<file path="config.mk">
export PLATFORM = sky130hd
export DESIGN_NAME = bf16_add_sub
export DESIGN_NICKNAME = d
export VERILOG_FILES = /design/src/rtl/bf16_add_sub.sv
export SDC_FILE = /design/constraint.sdc
export NUM_CORES = 1
export LEC_CHECK = 0
export CORE_MARGIN = 4
export CORE_UTILIZATION = 52
export CTS_CLUSTER_DIAMETER = 150
export CTS_CLUSTER_SIZE = 16
export DETAILED_ROUTE_END_ITERATION = 16
export PLACE_DENSITY = 0.7
export SETUP_SLACK_MARGIN = 0.3
export SLEW_MARGIN = 20
export SYNTH_ARGS = -nofsm -noshare
export SYNTH_HDL_FRONTEND = slang
export SYNTH_SLANG_ARGS = --single-unit
export TNS_END_PERCENT = 5
</file>
<file path="constraint.sdc">
create_clock -name clk_i -period 16.55 [get_ports clk_i]
set_clock_uncertainty 0.05 [all_clocks]
set_input_delay 4.1375 -clock clk_i [delete_from_list [all_inputs] [get_ports clk_i]]
set_output_delay 4.1375 -clock clk_i [all_outputs]
set_load 0.03 [all_outputs]
</file>
<file path="src/rtl/bf16_add_sub.sv">
// Registered bfloat16 adder/subtractor, one result per cycle, one cycle of latency.
// Define BF16_SUBNORMAL_EN for gradual underflow; the default build flushes subnormals to zero.
module bf16_add_sub (
  input  logic        clk_i,
  input  logic        rst_ni,
  input  logic        in_valid_i,
  input  logic        inst_i,
  input  logic [15:0] a_i,
  input  logic [15:0] b_i,
  output logic [15:0] c_o,
  output logic        out_valid_o,
  output logic        invalid_o,
  output logic        overflow_o,
  output logic        inexact_o
);

  logic       sa, sb;
  logic [7:0] ea, eb;
  logic [6:0] fa, fb;
  logic       nan_a, nan_b, inf_a, inf_b;
  logic [7:0] xa, xb, ma, mb;

  assign sa = a_i[15];
  assign sb = b_i[15] ^ ~inst_i;
  assign ea = a_i[14:7];
  assign eb = b_i[14:7];
  assign fa = a_i[6:0];
  assign fb = b_i[6:0];

  assign nan_a = (&ea) & (|fa);
  assign nan_b = (&eb) & (|fb);
  assign inf_a = (&ea) & ~(|fa);
  assign inf_b = (&eb) & ~(|fb);

`ifdef BF16_SUBNORMAL_EN
  assign xa = (ea == 8'd0) ? 8'd1 : ea;
  assign xb = (eb == 8'd0) ? 8'd1 : eb;
  assign ma = {|ea, fa};
  assign mb = {|eb, fb};
`else
  assign xa = ea;
  assign xb = eb;
  assign ma = (ea == 8'd0) ? 8'd0 : {1'b1, fa};
  assign mb = (eb == 8'd0) ? 8'd0 : {1'b1, fb};
`endif

  logic       a_ge_b, sl, eff_sub;
  logic [7:0] xl, xs, ml, ms, d;

  assign a_ge_b  = {xa, ma} >= {xb, mb};
  assign sl      = a_ge_b ? sa : sb;
  assign xl      = a_ge_b ? xa : xb;
  assign xs      = a_ge_b ? xb : xa;
  assign ml      = a_ge_b ? ma : mb;
  assign ms      = a_ge_b ? mb : ma;
  assign d       = xl - xs;
  assign eff_sub = sa ^ sb;

  // Aligned smaller operand: 8 mantissa bits, guard, round, sticky.
  logic [17:0] wide;
  logic [10:0] aligned;
  logic [11:0] sum;

  assign wide    = {ms, 10'd0} >> d;
  assign aligned = (d >= 8'd10) ? {10'd0, |ms} : {wide[17:8], |wide[7:0]};
  assign sum     = eff_sub ? {1'b0, ml, 3'b000} - {1'b0, aligned}
                           : {1'b0, ml, 3'b000} + {1'b0, aligned};

  logic [3:0]        lz, shamt;
  logic [10:0]       norm;
  logic [7:0]        man;
  logic              g, r, st, rnd_up;
  logic [8:0]        man_r;
  logic [7:0]        man_f, exp_enc;
  logic signed [9:0] exp_n, exp_r;

  always_comb begin
    lz = 4'd11;
    for (int i = 0; i < 11; i++) begin
      if (sum[i]) lz = 4'(10 - i);
    end
    shamt = lz;
`ifdef BF16_SUBNORMAL_EN
    // Never normalise below the minimum exponent; leftover leading zeros encode a subnormal.
    if ({4'd0, lz} >= xl) shamt = 4'(xl - 8'd1);
`endif
    norm = 11'd0;
    if (sum[11]) begin
      man   = sum[11:4];
      g     = sum[3];
      r     = sum[2];
      st    = |sum[1:0];
      exp_n = $signed({2'b00, xl}) + 10'sd1;
    end else begin
      norm  = sum[10:0] << shamt;
      man   = norm[10:3];
      g     = norm[2];
      r     = norm[1];
      st    = norm[0];
      exp_n = $signed({2'b00, xl}) - $signed({6'd0, shamt});
    end
    rnd_up  = g & (r | st | man[0]);
    man_r   = {1'b0, man} + {8'd0, rnd_up};
    man_f   = man_r[8] ? man_r[8:1] : man_r[7:0];
    exp_r   = man_r[8] ? exp_n + 10'sd1 : exp_n;
    exp_enc = man_f[7] ? exp_r[7:0] : 8'd0;
  end

  logic uflow;
`ifdef BF16_SUBNORMAL_EN
  assign uflow = 1'b0;
`else
  assign uflow = exp_n < 10'sd1;
`endif

  logic [15:0] res_d;
  logic        invalid_d, overflow_d, inexact_d;

  always_comb begin
    res_d      = 16'h0000;
    invalid_d  = 1'b0;
    overflow_d = 1'b0;
    inexact_d  = 1'b0;
    if (nan_a || nan_b) begin
      res_d = 16'h7FC0;
    end else if (inf_a && inf_b && (sa != sb)) begin
      res_d     = 16'h7FC0;
      invalid_d = 1'b1;
    end else if (inf_a) begin
      res_d = {sa, 8'hFF, 7'd0};
    end else if (inf_b) begin
      res_d = {sb, 8'hFF, 7'd0};
    end else if (sum == 12'd0) begin
      res_d = {sa & sb, 15'd0};
    end else if (uflow) begin
      res_d     = {sl, 15'd0};
      inexact_d = 1'b1;
    end else if (exp_r >= 10'sd255) begin
      res_d      = {sl, 8'hFF, 7'd0};
      overflow_d = 1'b1;
      inexact_d  = 1'b1;
    end else begin
      res_d     = {sl, exp_enc, man_f[6:0]};
      inexact_d = g | r | st;
    end
  end

  logic [15:0] c_q;
  logic        valid_q, invalid_q, overflow_q, inexact_q;

  always_ff @(posedge clk_i) begin
    if (!rst_ni) begin
      c_q        <= 16'h0000;
      valid_q    <= 1'b0;
      invalid_q  <= 1'b0;
      overflow_q <= 1'b0;
      inexact_q  <= 1'b0;
    end else begin
      valid_q <= in_valid_i;
      if (in_valid_i) begin
        c_q        <= res_d;
        invalid_q  <= invalid_d;
        overflow_q <= overflow_d;
        inexact_q  <= inexact_d;
      end
    end
  end

  assign c_o         = c_q;
  assign out_valid_o = valid_q;
  assign invalid_o   = invalid_q;
  assign overflow_o  = overflow_q;
  assign inexact_o   = inexact_q;

endmodule

</file>
==> flow_summary_export.csv, run 1 <==
group,metric,value,unit
worst_setup_path,rrSetupSlack,15.39,ns
worst_setup_path,crit_path_end_kind,"flop",
sta,slew_headroom,0.372,
worst_setup_path,worstSetupStartpointType,"primary input",
layout,antenna_cells,0,
sta,rsz0062_at_grt,"false",
yosys,synth_nets,929,
global_routing,grt_antenna_before_repair,0,
global_routing,grtUsageTotal,0.280,
clocking,postCtsSetupBuffers,0,
layout,final_area,6520,um2
power_and_ir_drop,comb_power_share,0.823,
layout,final.fill_count,1030,
clocking,clock-root-buffer,"clkbuf_8",
yosys,yosys.area_share.adder,0.101,
routing,via_count,6774,
clocking,hold_buffers,0,
yosys,synth.distinct_cells,105,
power_and_ir_drop,powerDensity,96.8,nW/um2
worst_hold_path,hold_class,"flop to flop",
yosys,avgSynthCellArea,6.88,um2
sta,drv_slew,0,
yosys,synth_area_leaders,"ha_1 (9.4%), dfxtp_1 (6.9%), nand2_1 (5.9%)",
power_and_ir_drop,clkPwrFrac,0.077,
floorplan,core,10900,um2
floorplan,pin_count,56,
clocking,cts_resized,0,
worst_setup_path,required,16.65,ns
clocking,numCtsBuffers,3,
global_routing,grt_pass1_wl,30600,um
sta,fin_crit_sh,0.935,
yosys,muxShareOfSynthArea,0.0756,
clocking,cts.sinks,20,
sta,worst_slew_pin_slew,0.934,ns
worst_setup_path,critPathTopFamily,"simple AND/OR/NAND/NOR gates",
worst_setup_path,cp.arrival,15.58,ns
clocking,cts.clk_slew.worst_paths,0.08,ns
placement,routabilityCongestion,0.923,
yosys,synth_top_family_by_area,"compound AO/OA/AOI/OAI gates",
clocking,insertion_delay,0.26,ns
sta,min_period,15.48,ns
yosys,synth-xor-area-share,0.0331,
layout,seqCellArea,400,um2
floorplan,die-area,13000,um2
layout,fin_util,0.599,
routing,post_drt_via_cell_ratio,6.69,
sta,hold_viol,0,
worst_setup_path,path_class,"primary input to flop",
power_and_ir_drop,worst_ir_drop_vdd,84.4,uV
worst_setup_path,timing.rr.start,"c_o[6]$_SDFFE_PN0P_",
routing,wl_per_cell,18.6,um
worst_setup_path,cp.buffers_inverters,5,
yosys,synthCells,847,
layout,final_layout_size_suffix_gt1_frac,0.0790,
job,timing.max_cap.violations,0,
floorplan,die_h,114,um
power_and_ir_drop,p_seq_frac,0.100,
routing,dr.pass1.iters,5,
placement,placed_area,6420,um2
worst_setup_path,cp_max_fo,29,
worst_setup_path,r2r_end,"c_o[6]$_SDFFE_PN0P_",
worst_setup_path,r2r_cells,5,
sta,fin_ws,1.07,ns
worst_setup_path,critical_path_depth,48,
yosys,syn_area,5830,um2
yosys,synth.most_common_cell,"nand2_1",
placement,pre_cts_slack,0.556,ns
run_status,status,"finished, final reports clean",
clocking,cts_tree,"built",
power_and_ir_drop,p_sw_frac,0.549,
placement,portBuffers,55,
worst_setup_path,endpoint,"c_o[6]$_SDFFE_PN0P_",
yosys,synth_compound_area_frac,0.347,
layout,area_delta_synth_final,11.8,%
yosys,synth_edf_count,0,
clocking,clk_path_buf_depth,2,
global_routing,grt_pass1_vias,6380,
routing,drtIter0Drc,553,
yosys,synth.yosys.warnings,0,
yosys,yosys.area.top_type,"ha_1",
floorplan,rows,38,
routing,antenna_left,0,
layout,fin_nets,956,
yosys,ys_async_sr_fraction,0,
global_routing,grt.overflow.total,0,
yosys,synth-main-ff-cell,"dfxtp_1",
placement,hpwl,15500,um
power_and_ir_drop,p_leak,2.64,nW
yosys,synth_top_cell_area_share,0.0944,
worst_setup_path,cpMaxStageDelayCell,"clkdlybuf4s50_1",
yosys,yosys.area_share.simple,0.307,
power_and_ir_drop,internal_power,0.284,mW
layout,multiInputGateArea,5070,um2
sta,setup-violations-final,0,
worst_setup_path,cpPeakStageDelay,0.60,ns
yosys,ys_seq_elements,20,
floorplan,chipWidth,114,um
yosys,yosysSeqAreaShare,0.0687,
clocking,ctsHtreeMaxLevel,1,
global_routing,grt_max_degree,30,
yosys,ys_top_cells_by_count,"nand2_1 (92), o21ai_0 (65), nor2_1 (61)",
sta,setup_tns,0,ns
worst_setup_path,cp_common_cell,"a21oi_1",
worst_setup_path,startpoint,"a_i[10]",
routing,drc,0,
power_and_ir_drop,p_switching,0.347,mW
routing,wl,18900,um
sta,fmax,0.0646,GHz
floorplan,start_util,0.535,
[registers in the layout (all words and copies together), names as in the netlist]
| name | flops |
|---|---|
| c_o | 16 |
| invalid_o | 1 |
| overflow_o | 1 |
| inexact_o | 1 |
| out_valid_o | 1 |
[layout make-up]
| class | count | area share |
|---|---|---|
| multi-input cells | 735 | 0.778 |
| clock inverters | 1 | 0.00461 |
| repair buffers | 63 | 0.0937 |
| well taps | 140 | 0.0269 |
| inverters | 51 | 0.0294 |
| clock buffers | 3 | 0.00633 |
| flip-flops and latches | 20 | 0.0614 |
[routing by layer]
| layer | up-vias | track usage | share of wire |
|---|---|---|---|
| met5 | - | 0 | 0 |
| met4 | 0 | 0.0998 | 0.034 |
| met3 | 51 | 0.0159 | 0.068 |
| met2 | 295 | 0.491 | 0.47 |
| met1 | 3163 | 0.362 | 0.43 |
| li1 | 3265 | - | - |
[metrics by stage]
stage	hold WS [ns]	cells	power (mW)
finish	0.401	1013	0.631
global route	0.423	1013	0.686
CTS	0.402	1013	0.620
detailed placement	0.391	1009	0.569
global placement	0.384	1009	0.562
floorplan	0.520	847	0.442
[cell usage in the layout, fill, tap and decap left out, types with 17 or more instances in the layout]
master / synthesis / routed
nand3_1: 45 / 45
nor2_1: 61 / 61
dfxtp_1: 20 / 20
mux2i_1: 26 / 26
clkdlybuf4s50_1: 0 / 55
nand2_1: 92 / 92
o21ai_0: 65 / 63
a21oi_1: 50 / 48
inv_1: 47 / 47
ha_1: 44 / 44
nand4_1: 17 / 17
nor3_1: 21 / 21
[power by group through the flow]
stage          combinational, mW  clock, mW  sequential (mW)
5_1_grt                    0.570     0.0512           0.0645
2_1_floorplan              0.358          0           0.0843
4_1_cts                    0.507     0.0489           0.0633
3_5_place_dp               0.505          0           0.0642
3_3_place_gp               0.498          0           0.0638
6_report                   0.519     0.0488           0.0632
[worst min-delay path by stage]
stage	startpoint	cells past startpoint	to
6_report	c_o[2]$_SDFFE_PN0P_	2	c_o[2]$_SDFFE_PN0P_
5_1_grt	c_o[1]$_SDFFE_PN0P_	2	c_o[1]$_SDFFE_PN0P_
4_1_cts	c_o[2]$_SDFFE_PN0P_	2	c_o[2]$_SDFFE_PN0P_
3_5_place_dp	c_o[2]$_SDFFE_PN0P_	2	c_o[2]$_SDFFE_PN0P_
3_3_place_gp	c_o[1]$_SDFFE_PN0P_	2	c_o[1]$_SDFFE_PN0P_
2_1_floorplan	c_o[1]$_SDFFE_PN0P_	2	c_o[1]$_SDFFE_PN0P_
[cell families (layout without fill, tap and decap cells)]
logic type / after synthesis / after routing
and+or+nand+nor: 345 / 345
AOI/OAI and AO/OA: 282 / 282
buffers and inverters: 92 / 118
adders and majority gates: 46 / 46
muxes: 40 / 40
xor gates and xnor gates: 22 / 22
DFF: 20 / 20
[tightest hold or removal path, delay by kind of cell, from the launching register on]
family	cells	cell delay (ns)
simple gates	1	0.05
compound gates	1	0.05
flops	1	0.32
No activity file was read; power rests on OpenSTA's default activity.
==> run 2: changes to the inputs <==
==> constraint.sdc (replaced) <==
create_clock -name clk_i -period 16.55 [get_ports clk_i]
set_clock_uncertainty 0.05 [all_clocks]
set_input_delay 2.4825 -clock clk_i [delete_from_list [all_inputs] [get_ports clk_i]]
set_output_delay 2.4825 -clock clk_i [all_outputs]
set_load 0.03 [all_outputs]
==> run 2 against run 1 <==
Effect of this change:
- via count down 0.93%
- setup slack improved by 0.78 ns
- sequential share of layout area barely moved
- wire length rose by 1.8%
- largest power group unchanged
- first-iteration DRC count is 12% higher
==> flow_summary_export.csv, run 2 (same netlist as run 1, synthesis figures left out) <==
group,metric,value,unit
run_status,status,"finished, final reports clean",
sta,worst_slew_pin_slew,0.971,ns
layout,largest_reg_flops,16,
floorplan,chipWidth,114,um
placement,portBuffers,55,
worst_setup_path,path_class,"primary input to flop",
worst_setup_path,startpoint,"a_i[10]",
routing,post_drt_via_cell_ratio,6.62,
worst_setup_path,required,16.67,ns
clocking,postCtsSetupBuffers,0,
global_routing,grt.overflow.total,0,
clocking,numCtsBuffers,3,
clocking,cts.sinks,20,
sta,fin_ws,1.85,ns
global_routing,grt_antenna_before_repair,0,
layout,final_cell_mix,"nand2_1 (92), o21ai_0 (65), nor2_1 (61), clkdlybuf4s50_1 (55), a21oi_1 (50)",
sta,fin_crit_sh,0.888,
job,timing.max_cap.violations,0,
clocking,ctsHtreeMaxLevel,1,
floorplan,core,10900,um2
floorplan,die-area,13000,um2
layout,mostFrequentLayoutCell,"nand2_1",
placement,hpwl,15400,um
clocking,hold_buffers,0,
sta,setup-violations-final,0,
worst_setup_path,crit_path_end_kind,"flop",
power_and_ir_drop,powerDensity,98.1,nW/um2
layout,antenna_cells,0,
clocking,cts.clk_slew.worst_paths,0.08,ns
worst_setup_path,cpPeakStageDelay,0.73,ns
floorplan,rows,38,
routing,drc,0,
global_routing,grt_max_degree,30,
worst_setup_path,cp.buffers_inverters,4,
layout,final_cells,1013,
global_routing,grt_pass1_wl,31400,um
clocking,clk_path_buf_depth,2,
placement,pre_cts_slack,1.94,ns
global_routing,grtUsageTotal,0.287,
worst_setup_path,cp_common_cell,"a21oi_1",
worst_hold_path,hold_start,"c_o[1]$_SDFFE_PN0P_",
sta,drv_slew,0,
routing,wl,19200,um
sta,min_period,14.70,ns
sta,fmax,0.0680,GHz
placement,routabilityCongestion,0.939,
power_and_ir_drop,worst_ir_drop_vdd,104,uV
floorplan,die_h,114,um
routing,via_count,6711,
power_and_ir_drop,p_leak,2.64,nW
clocking,cts_resized,0,
layout,area_delta_synth_final,11.3,%
sta,rsz0062_at_grt,"false",
clocking,cts_tree,"built",
sta,setup_tns,0,ns
sta,slew_headroom,0.346,
worst_setup_path,timing.rr.start,"c_o[6]$_SDFFE_PN0P_",
routing,dr.pass1.iters,6,
layout,final_layout_size_suffix_gt1_frac,0.0722,
worst_setup_path,critPathTopFamily,"compound AO/OA/AOI/OAI gates",
worst_hold_path,hold_class,"flop to flop",
placement,dpl.cell_count,1009,
sta,hold_viol,0,
worst_setup_path,cp.arrival,14.82,ns
worst_setup_path,cp_max_fo,29,
worst_setup_path,cpMaxStageDelayCell,"mux2i_1",
global_routing,grt_pass1_vias,6231,
clocking,clock-root-buffer,"clkbuf_8",
floorplan,start_util,0.535,
worst_setup_path,worstSetupStartpointType,"primary input",
floorplan,pin_count,56,
routing,wl_per_cell,19.0,um
layout,final.fill_count,1020,
clocking,insertion_delay,0.28,ns
routing,drtIter0Drc,620,
layout,fin_nets,956,
routing,antenna_left,0,
sta,timing.hold.ws,0.398,ns
-- run 2: stage by stage --
step / util / total power, mW / area, um2
6_report: 0.596 / 0.637 / 6490
5_1_grt: 0.596 / 0.687 / 6490
4_1_cts: 0.596 / 0.623 / 6490
3_5_place_dp: 0.589 / 0.570 / 6420
3_3_place_gp: 0.589 / 0.564 / 6420
2_1_floorplan: - / 0.442 / 5830
-- run 2: final timing paths --
| kind | cells after the start | slack (ns) | to |
|---|---|---|---|
| worst max-delay path | 45 | 1.85 | c_o[6]$_SDFFE_PN0P_ |
| worst min-delay path | 2 | 0.40 | c_o[1]$_SDFFE_PN0P_ |
| worst max register to register | 5 | 15.37 | c_o[6]$_SDFFE_PN0P_ |
| worst min register to register | 2 | 0.40 | c_o[1]$_SDFFE_PN0P_ |
-- run 2: final cells by class --
| type | instances | area (um2) | share of cell area |
|---|---|---|---|
| timing repair buffer | 63 | 611 | 0.0941 |
| clock buffer | 3 | 41.3 | 0.00636 |
| inverter | 51 | 191 | 0.0295 |
| sequential | 20 | 400 | 0.0617 |
| multi-input combinational | 735 | 5040 | 0.777 |
| tap | 140 | 175 | 0.0270 |
| clock inverter | 1 | 30.0 | 0.00463 |
-- run 2: worst register-to-register path, cell delays in order (launching register included) --
cell and delay, ns:
dfxtp_1 0.32, o21ai_0 0.22, nor2_1 0.10, o2111ai_1 0.10, a31oi_1 0.07, a31o_1 0.23
-- run 2: per-layer routing --
| layer | track usage | up-vias | routed length (um) |
|---|---|---|---|
| li1 | - | 3276 | - |
| met1 | 0.385 | 3055 | 8520 |
| met2 | 0.475 | 337 | 8610 |
| met3 | 0.0430 | 43 | 1580 |
| met4 | 0.0903 | 0 | 518 |
| met5 | 0 | - | 0 |
-- run 2: where the power goes --
group,internal (mW),switching [mW],total [mW]
clock,0.0324,0.0182,0.0506
combinational,0.192,0.330,0.522
sequential,0.0585,0.00510,0.0636
==> run 3: changes to the inputs <==
--- a/config.mk
+++ b/config.mk
@@ -11,7 +11,9 @@
 export CTS_CLUSTER_SIZE = 16
 export DETAILED_ROUTE_END_ITERATION = 16
 export PLACE_DENSITY = 0.7
+export REMOVE_ABC_BUFFERS = 1
 export SETUP_SLACK_MARGIN = 0.3
+export SKIP_LAST_GASP = 1
 export SLEW_MARGIN = 20
 export SYNTH_ARGS = -nofsm -noshare
 export SYNTH_HDL_FRONTEND = slang
==> run 3 against run 2 <==
Effect of this change:
- die area stayed put
- setup slack better by 0.19 ns
- final cell count hardly changed
- critical path type unchanged
- clock power is 4% lower
- total power is 0.92% lower
- critical path depth stayed put
- largest power group unchanged
- critical endpoint unchanged
- sequential power hardly changed
- via count is 0.31% higher
- count of clock-buffer cells in the layout stayed put
- highest routed layer unchanged
- first-iteration DRC count is 34% higher
==> flow_summary_export.csv, run 3 (same netlist as run 1, synthesis figures left out) <==
group,metric,value,unit
worst_setup_path,path_class,"primary input to flop",
floorplan,die-area,13000,um2
clocking,cts_tree,"built",
layout,fin_nets,955,
worst_setup_path,cp.arrival,14.61,ns
routing,drtIter0Drc,831,
layout,final.fill_count,1047,
worst_setup_path,r2r_cells,5,
sta,fmax,0.0689,GHz
clocking,clock-root-buffer,"clkbuf_8",
worst_setup_path,critPathTopFamily,"compound AO/OA/AOI/OAI gates",
layout,antenna_cells,0,
clocking,insertion_delay,0.26,ns
layout,fin_util,0.595,
placement,hpwl,15000,um
sta,setup-violations-final,0,
floorplan,chipWidth,114,um
layout,final_layout_size_suffix_gt1_frac,0.0711,
sta,rsz0062_at_grt,"false",
worst_setup_path,startpoint,"a_i[11]",
layout,area_delta_synth_final,11.2,%
worst_setup_path,cpPeakStageDelay,0.70,ns
sta,timing.hold.ws,0.399,ns
worst_setup_path,timing.rr.start,"c_o[6]$_SDFFE_PN0P_",
global_routing,grt_pass1_vias,6254,
power_and_ir_drop,worst_ir_drop_vdd,81.2,uV
layout,final_cell_mix,"nand2_1 (92), o21ai_0 (65), nor2_1 (61), clkdlybuf4s50_1 (55), a21oi_1 (50)",
worst_setup_path,rrSetupSlack,15.31,ns
clocking,ctsHtreeMaxLevel,1,
sta,fin_crit_sh,0.876,
routing,wl,18900,um
clocking,hold_buffers,0,
routing,dr.pass1.iters,5,
sta,setup_tns,0,ns
global_routing,grtUsageTotal,0.282,
clocking,clk_path_buf_depth,2,
worst_hold_path,hold_class,"flop to flop",
worst_setup_path,required,16.66,ns
run_status,status,"finished, final reports clean",
sta,fin_ws,2.05,ns
power_and_ir_drop,p_leak,2.63,nW
routing,antenna_left,0,
global_routing,grt_pass1_wl,30800,um
worst_setup_path,critical_path_depth,45,
job,timing.max_cap.violations,0,
clocking,cts.sinks,20,
global_routing,grt_max_degree,30,
clocking,cts.clk_slew.worst_paths,0.08,ns
floorplan,core,10900,um2
sta,drv_slew,0,
routing,wl_per_cell,18.7,um
clocking,numCtsBuffers,3,
routing,post_drt_via_cell_ratio,6.65,
placement,pre_cts_slack,2.05,ns
placement,dpl.cell_count,1008,
sta,slew_headroom,0.340,
clocking,postCtsSetupBuffers,0,
floorplan,pin_count,56,
floorplan,start_util,0.535,
worst_setup_path,cp_common_cell,"a21oi_1",
global_routing,grt.overflow.total,0,
sta,hold_viol,0,
worst_setup_path,crit_path_end_kind,"flop",
sta,min_period,14.50,ns
floorplan,rows,38,
worst_setup_path,r2r_end,"c_o[6]$_SDFFE_PN0P_",
placement,routabilityCongestion,0.955,
clocking,cts_resized,0,
routing,drc,0,
worst_setup_path,cp_max_fo,29,
worst_setup_path,cp.buffers_inverters,4,
worst_setup_path,endpoint,"c_o[6]$_SDFFE_PN0P_",
layout,final_cells,1012,
worst_setup_path,worstSetupStartpointType,"primary input",
global_routing,grt_antenna_before_repair,0,
layout,largest_reg_flops,16,
sta,worst_slew_pin_slew,0.981,ns
power_and_ir_drop,powerDensity,97.3,nW/um2
floorplan,die_h,114,um
routing,via_count,6732,
placement,portBuffers,55,
layout,mostFrequentLayoutCell,"nand2_1",
worst_setup_path,cpMaxStageDelayCell,"mux2i_1",
run 3: changes by cell type in the layout (fill, tap and decap cells not counted), sizes merged:
cell and change:
buf -1
run 3: routing by layer:
| layer | up-vias | GRT usage | wire, um |
|---|---|---|---|
| li1 | 3269 | - | - |
| met1 | 3115 | 0.387 | 8420 |
| met2 | 304 | 0.464 | 8490 |
| met3 | 44 | 0.0382 | 1550 |
| met4 | 0 | 0.0800 | 451 |
| met5 | - | 0 | 0 |
run 3: layout make-up:
cell class | instances | area (um2) | area share
Clock buffer | 3 | 41.3 | 0.00637
Clock inverter | 1 | 30.0 | 0.00463
Inverter | 51 | 191 | 0.0295
Multi-Input combinational cell | 735 | 5040 | 0.778
Sequential cell | 20 | 400 | 0.0618
Tap cell | 140 | 175 | 0.0270
Timing Repair Buffer | 62 | 603 | 0.0931
run 3: metrics by stage:
| stage | total power [mW] | instance area (um2) |
|---|---|---|
| CTS | 0.619 | 6480 |
| detailed placement | 0.568 | 6410 |
| finish | 0.631 | 6480 |
| global route | 0.681 | 6480 |
| global placement | 0.563 | 6410 |
| floorplan | 0.431 | 5630 |
run 3: tightest hold or removal path, delay by kind of cell (launching register included):
kind | cells | cell delay [ns]
flops | 1 | 0.31
simple gates | 1 | 0.05
compound gates | 1 | 0.05
run 3: power by group:
part | switching [mW] | internal (mW)
registers | 0.00509 | 0.0585
clock network | 0.0164 | 0.0323
logic | 0.327 | 0.192
run 3: worst min-delay path by stage:
stage / from / end / slack (ns) / cells after the start
after CTS: c_o[1]$_SDFFE_PN0P_ / c_o[1]$_SDFFE_PN0P_ / 0.40 / 2
after detailed placement: c_o[1]$_SDFFE_PN0P_ / c_o[1]$_SDFFE_PN0P_ / 0.39 / 2
final: c_o[1]$_SDFFE_PN0P_ / c_o[1]$_SDFFE_PN0P_ / 0.40 / 2
after floorplan: c_o[1]$_SDFFE_PN0P_ / c_o[1]$_SDFFE_PN0P_ / 0.52 / 2
after global routing: c_o[2]$_SDFFE_PN0P_ / c_o[2]$_SDFFE_PN0P_ / 0.42 / 2
after global placement: c_o[2]$_SDFFE_PN0P_ / c_o[2]$_SDFFE_PN0P_ / 0.39 / 2
